[src/rtl/gtx_tx_arbiter.sv]
// Two-channel framing arbiter for a 16-bit GTX TX lane.
// Emits SOF/payload/EOF bursts with round-robin grant and periodic K28.5 commas.
module gtx_tx_arbiter #(
    parameter int unsigned COMMA_PERIOD = 16,
    parameter int unsigned MAX_LEN      = 64
) (
    input  logic        clk_i,
    input  logic        rst_n_i,
    input  logic        ch0_valid_i,
    input  logic        ch0_last_i,
    input  logic [15:0] ch0_data_i,
    output logic        ch0_ready_o,
    input  logic        ch1_valid_i,
    input  logic        ch1_last_i,
    input  logic [15:0] ch1_data_i,
    output logic        ch1_ready_o,
    output logic [1:0]  ctrl_o,
    output logic [15:0] data_o
);

    localparam int unsigned CntW = (COMMA_PERIOD > 1) ? $clog2(COMMA_PERIOD) : 1;
    localparam logic [CntW-1:0] DueVal   = CntW'(COMMA_PERIOD - 1);
    localparam logic [7:0]      LastBeat = 8'(MAX_LEN - 1);

    typedef enum logic [1:0] {StIdle, StSof, StPayload, StEof} state_e;

    state_e          state_q, state_d;
    logic            prio_q, prio_d;
    logic            grant_q, grant_d;
    logic [CntW-1:0] comma_cnt_q, comma_cnt_d;
    logic [7:0]      beat_cnt_q, beat_cnt_d;
    logic [1:0]      ctrl_q, ctrl_d;
    logic [15:0]     data_q, data_d;

    logic        due;
    logic        send_comma;
    logic        sel_valid;
    logic        sel_last;
    logic [15:0] sel_data;
    logic        accept;

    assign due       = (comma_cnt_q == DueVal);
    assign sel_valid = grant_q ? ch1_valid_i : ch0_valid_i;
    assign sel_last  = grant_q ? ch1_last_i  : ch0_last_i;
    assign sel_data  = grant_q ? ch1_data_i  : ch0_data_i;

    // Ready is a pure function of state so sources never see a valid->ready loop.
    assign ch0_ready_o = (state_q == StPayload) && !grant_q && !due;
    assign ch1_ready_o = (state_q == StPayload) &&  grant_q && !due;
    assign accept      = (state_q == StPayload) && !due && sel_valid;

    always_comb begin
        state_d    = state_q;
        prio_d     = prio_q;
        grant_d    = grant_q;
        beat_cnt_d = beat_cnt_q;
        ctrl_d     = 2'b11;
        data_d     = 16'hbcbc;
        send_comma = 1'b1;

        unique case (state_q)
            StIdle: begin
                if (ch0_valid_i || ch1_valid_i) begin
                    grant_d = (ch0_valid_i && ch1_valid_i) ? prio_q : ch1_valid_i;
                    state_d = StSof;
                end
            end
            StSof: begin
                if (!due) begin
                    ctrl_d     = 2'b10;
                    data_d     = {8'hfb, 7'h00, grant_q};
                    send_comma = 1'b0;
                    beat_cnt_d = 8'd0;
                    state_d    = StPayload;
                end
            end
            StPayload: begin
                if (accept) begin
                    ctrl_d     = 2'b00;
                    data_d     = sel_data;
                    send_comma = 1'b0;
                    beat_cnt_d = beat_cnt_q + 8'd1;
                    if (sel_last || (beat_cnt_q == LastBeat)) begin
                        state_d = StEof;
                    end
                end
            end
            StEof: begin
                if (!due) begin
                    ctrl_d     = 2'b10;
                    data_d     = {8'hfd, beat_cnt_q};
                    send_comma = 1'b0;
                    prio_d     = ~grant_q;
                    state_d    = StIdle;
                end
            end
            default: state_d = StIdle;
        endcase

        comma_cnt_d = send_comma ? '0 : comma_cnt_q + CntW'(1);
    end

    always_ff @(posedge clk_i or negedge rst_n_i) begin
        if (!rst_n_i) begin
            state_q     <= StIdle;
            prio_q      <= 1'b0;
            grant_q     <= 1'b0;
            comma_cnt_q <= '0;
            beat_cnt_q  <= 8'd0;
            ctrl_q      <= 2'b00;
            data_q      <= 16'h0000;
        end else begin
            state_q     <= state_d;
            prio_q      <= prio_d;
            grant_q     <= grant_d;
            comma_cnt_q <= comma_cnt_d;
            beat_cnt_q  <= beat_cnt_d;
            ctrl_q      <= ctrl_d;
            data_q      <= data_d;
        end
    end

    assign ctrl_o = ctrl_q;
    assign data_o = data_q;

endmodule
[config.mk]
export PLATFORM = sky130hd
export DESIGN_NAME = gtx_tx_arbiter
export DESIGN_NICKNAME = d
export VERILOG_FILES = /design/src/rtl/gtx_tx_arbiter.sv
export SDC_FILE = /design/constraint.sdc
export NUM_CORES = 1
export LEC_CHECK = 0
export BUFFER_PORTS_ARGS = -buffer_cell sky130_fd_sc_hd__buf_2
export CORE_ASPECT_RATIO = 1.5
export CORE_MARGIN = 1.5
export CORE_UTILIZATION = 43
export CTS_CLUSTER_SIZE = 25
export DETAILED_ROUTE_END_ITERATION = 16
export GPL_TIMING_DRIVEN = 0
export PLACE_DENSITY = 0.8
export REMOVE_ABC_BUFFERS = 1
export SLEW_MARGIN = 25
export SYNTH_ARGS = -nofsm -noshare
export SYNTH_HDL_FRONTEND = slang
export SYNTH_SLANG_ARGS = --single-unit
[constraint.sdc]
create_clock -name clk_i -period 2.53 [get_ports clk_i]
set_input_delay 0.506 -clock clk_i [delete_from_list [all_inputs] [get_ports clk_i]]
set_output_delay 0.506 -clock clk_i [all_outputs]
set_load 0.005 [all_outputs]
# Word-level counts from Yosys, hierarchy flattened

Index checks and enable logic that the tools add are counted.

Bits in registers: 34
Bits in latches: 0
RAM bits: 0
ROM bits: 0
Bits of input ports: 38
Output and inout bits: 20
Logic and storage cells: 63
Memories kept: 0

Add/subtract/negate cells: 2
Multiply operators: 0
Divide/modulo/power cells: 0
$lt $le $gt $ge: 0
Equality and inequality tests: 10
Shifts and indexed selects: 0
Muxes and demuxes: 24
Bitwise logic cells: 2
Reduce and logical (&&, ||, !) cells: 18

Operators with widths:

| kind                                           | number |
|---|---|
| case mux 16 bit (3 select lines)               | 1 |
| two-way mux 16 bit                             | 2 |
| two-way mux 15 bit                             | 2 |
| two-way mux 8 bit                              | 2 |
| case mux 8 bit (2 select lines)                | 1 |
| two-way mux 2 bit                              | 6 |
| adder 8 x 1 -> 8 bit (second input constant)   | 1 |
| == test 8 x 6 -> 1 bit (second input constant) | 1 |
| inequality test 2 bit (second input constant)  | 4 |
| case mux 2 bit (4 select lines)                | 1 |
| logical AND 1 bit                              | 7 |
| two-way mux 1 bit                              | 6 |
| AND reduction 5 bit                            | 1 |
| adder 4 x 1 -> 4 bit (second input constant)   | 1 |
| == test 2 bit (second input constant)          | 2 |
| == test 4 bit (second input constant)          | 1 |
| two-way mux 4 bit                              | 1 |
| case mux 2 bit (2 select lines)                | 1 |
| AND reduction 2 bit                            | 2 |
| AND reduction 3 bit                            | 1 |
| == test 2 x 1 -> 1 bit (second input constant) | 1 |
| logical NOT 1 bit                              | 2 |
| logical NOT 2 bit                              | 1 |
| logical OR 1 bit                               | 2 |
| 5 further kinds                                | 6 |

# Logic depth before layout (Yosys ltp)

Word-level depth: 7
Mapped depth: 7
Mapped depth without buffers: 6

# Worst setup path after synthesis

OpenSTA, ideal clock, no wires.

Path kind: reg-to-reg
Start: register state_q[0]
End: register state_q[1]
Library setup time: 0.125 ns
Arrival time: 1.767 ns
Required time: 2.405 ns
Setup slack: 0.639 ns
Stages on the path, launching flop included: 8
Path buffers: 1
Period minus slack after synthesis: 1.891 ns
Cells stage by stage: dfrtp_1 inv_1 ha_1 buf_2 clkinv_1 o21ai_0 a221oi_2 mux2_2

Cells in the longest elaborated chain, start to end: 5
Elaborated cells on any way between the ends: 13
Those cells by class: eq/ne (8); mux (1); reduce/logical (4)

Ends and longest elaborated chain:

| what                            | RTL line | RTL |
|---|---|---|
| start, declared                 | 27       | `state_e state_q, state_d;` |
| start signal, assigned          | 105      | `state_q <= StIdle;` |
| start signal, assigned          | 113      | `state_q <= state_d;` |
| == test 2 bit                   | 50, 61   |  |
| logical AND 1 bit (2 in a row)  | 50       | `assign accept = (state_q == StPayload) && !due && sel_valid;` |
| inequality test 2 bit (no line) | -        |  |
| AND reduction 5 bit (no line)   | -        |  |

Parallel ways exist; a longest one is shown, timed or not.
A chain may end at the register's enable or synchronous reset.

# Worst setup path after layout

Start: register state_q[0]
End: output port ch0_ready_o

Cells in the longest elaborated chain, start to end: 3

Ends and longest elaborated chain:

| what                           | RTL line | RTL |
|---|---|---|
| == test 2 bit                  | 48       | `assign ch0_ready_o = (state_q == StPayload) && !grant_q && !due;` |
| logical AND 1 bit (2 in a row) | 48       |  |
| end, declared                  | 12       | `output logic ch0_ready_o,` |

Every way passes these cells.

==> results.py <==
metrics = {
    "clocking": {
        "clk_pin_slew_ps": 70,
        "h-tree-depth": 2,
        "cts_buffers": 5,
        "cts_tree": "yes",
        "cts_setup_buffers": 0,
        "root_buffer": "clkbuf_8",
        "clockBufferDepth": 2,
        "ctsResizeCount": 2,
        "insertion_delay_ps": 280,
        "cts_num_sinks": 34,
        "cts-hold-fix-buffers": 0,
    },
    "pwr": {
        "power_density_mw_per_mm2": 1170,
        "total_power_w": 0.002649,
        "vdd_drop_max_uv": 849.3,
        "cellLeakagePower_nw": 1.103,
    },
    "finish": {
        "areaGrowthSynthToFinish_pct": 24.24,
        "drive_gt1_share_pct": 33.76,
        "fill_cells": 376,
        "multi_input_area_um2": 910.9,
        "regArea_um2": 852.1,
        "fin_nets": 278,
        "layout_commonest_cell": "buf_2",
        "n_antenna_cell": 0,
        "final_cell_mix": "buf_2, dfrtp_1, o21ai_0",
    },
    "worst_setup_path": {
        "startpoint_type": "flip-flop",
        "worstPathMaxFanout": 17,
        "worstPathArrival_ps": 1890,
        "rrSetupSlack_ps": 360,
        "slowest_delay_ps": 440,
        "r2r_end": "data_o[8]$_DFF_PN0_",
        "slowest_stage": "dfrtp_1",
        "crit_chain": "inv_1, ha_2, clkinv_2, nor3_1, buf_2",
        "reg2reg_from": "state_q[0]$_DFFE_PN0P_",
        "cp.required_ps": 2020,
        "ff2ff_path_depth": 6,
        "criticalPathCategory": "reg2out",
        "cp-end-kind": "output pin",
    },
    "route": {
        "wl_per_cell_um": 14.72,
        "routed_wl_mm": 4.106,
        "drtIter0Drc": 71,
        "route.vias.total": 1581,
        "drc_errors": 0,
        "ant_nets": 0,
        "dr.pass1.iters": 4,
        "vias_per_cell": 5.667,
    },
    "floorplan": {
        "initial_core_util_pct": 45.61,
        "floorplan.rows": 28,
        "die_area_mm2": 0.004644,
        "core_mm2": 0.003994,
        "io_pins": 58,
        "die_w_um": 56.15,
        "die_y_um": 82.72,
    },
    "grt": {
        "overflow": 0,
        "grt_pass1_vias": 1488,
        "grt_usage_pct": 18.49,
        "grt_max_degree": 35,
        "grt_antenna_before_repair": 0,
        "grt_pass1_wl_mm": 6.603,
    },
    "synthesis": {
        "yosys.area.top_type": "dfrtp_1",
        "syn_avg_cell_area_um2": 10.18,
        "synth_area_leaders": "dfrtp_1, mux2i_1, ha_1",
        "syn_area_mm2": 0.001822,
        "synth-seq-area-share_pct": 46.70,
        "ys_types": 38,
        "synth.ff_latch_count": 34,
        "yosysWarningCount": 0,
        "yosysTopAreaCellShare_pct": 46.70,
        "synth_cells": 179,
    },
    "sta": {
        "final.setup.tns_ps": 0,
        "final.setup_skew_ps": 4.957,
        "rsz0062_at_grt": "no",
        "max_freq_ghz": 0.4177,
        "fin_crit_ps": 2394,
        "slew_violations": 0,
        "relSlewSlack_pct": 48.98,
        "period_share_pct": 94.63,
        "max_slew.worst_pin.slew_ps": 765.3,
        "hold_viol": 0,
        "setup_viol": 0,
    },
    "place": {
        "io_buffers": 57,
        "hpwl_mm": 2.954,
        "place_congestion": 0.8415,
    },
    "hold_path": {
        "hold_class": "in2async",
    },
    "job": {
        "cap_violations": 0,
    },
    "status": {
        "status": "finished clean",
    },
}
-- critical path, delay by kind of cell, from the launching register on --
family                   cells  cell delay (ps)
AND/OR/NAND/NOR              1              210
buffers and inverters        3              520
flip-flops                   1              440
adder cells (fa/ha/maj)      1              430
-- metrics by stage --
stage	instance area (um^2)	worst slack, ps	hold slack, ps	cells	utilization (%)
4_1_cts	2262	36.94	319.6	279	56.64
5_1_grt	2263	2.334	343.7	279	56.67
6_report	2263	135.9	294.8	279	56.67
2_1_floorplan	1774	438.3	210.4	169	-
3_3_place_gp	2116	-17.74	458.1	271	52.98
3_5_place_dp	2116	-54.50	463.6	271	52.98
-- area by class of cell --
class / instances / area share (%)
sequential: 34 / 37.65
clock buffer: 6 / 3.648
multi-input combinational: 131 / 40.24
clock inverter: 2 / 2.653
tap: 45 / 2.488
inverter: 4 / 0.7186
timing repair buffer: 57 / 12.60
-- report_power, final --
part | total, W | switching [W] | internal [W]
Combinational | 0.00111 | 0.000601 | 0.000513
Sequential | 0.000928 | 0.000174 | 0.000754
Clock | 0.000608 | 0.000188 | 0.000420
-- registers in the layout (all words and copies together), names as in the netlist --
name	cells
comma_cnt_q	4
data_o	16
ctrl_o	2
grant_q	1
prio_q	1
state_q	2
beat_cnt_q	8
-- how the worst max path moves through the flow --
stage,start,end
floorplan,grant_q$_DFFE_PN0P_,state_q[1]$_DFFE_PN0P_
global placement,state_q[0]$_DFFE_PN0P_,ch0_ready_o
detailed placement,state_q[0]$_DFFE_PN0P_,data_o[8]$_DFF_PN0_
CTS,grant_q$_DFFE_PN0P_,state_q[1]$_DFFE_PN0P_
global route,state_q[0]$_DFFE_PN0P_,ch0_ready_o
finish,state_q[0]$_DFFE_PN0P_,ch0_ready_o
-- routing by layer --
layer	up-vias	wire length [um]	part of all wire, %	global-route usage, %
met2	58	2189	53	34.00
met1	751	1592	39	19.39
met5	-	0	0	0
met4	0	78	1.9	10.00
li1	764	-	-	-
met3	8	245	6.0	4.517
-- cells by family after synthesis --
family	Yosys count	synth area share (%)
DFF	34	46.70
and+or+nand+nor	49	13.87
muxes	19	11.20
adders and majority gates	7	4.807
xor gates and xnor gates	5	2.404
AOI/OAI and AO/OA	51	17.58
buffers and inverters	14	3.434
-- Yosys cell counts --
master and n:
buf_2 2, xor2_1 4, inv_1 3, mux2i_1 11
a211oi_1 2, nand3_4 1, o21ai_0 17, a22oi_1 1
buf_6 1, a221oi_2 1, mux2_2 7, a2111o_1 1
and3_1 5, nor3b_1 1, ha_1 7, or3_1 2
nor2_1 12, a31oi_1 1, or4_1 1, a21o_1 2
nand4_1 4, o32a_1 1, clkbuf_1 7, mux2_4 1
nand3_1 7, clkinv_1 1, xnor2_1 1, o31ai_1 1
a21oi_1 15, o22a_1 1, a22o_1 1, nor2b_1 1
dfrtp_1 34, nand3_2 1, nand2_1 12, nor3_1 2
o211ai_1 5, a32oi_1 2
(Power assumes the default switching activity.)
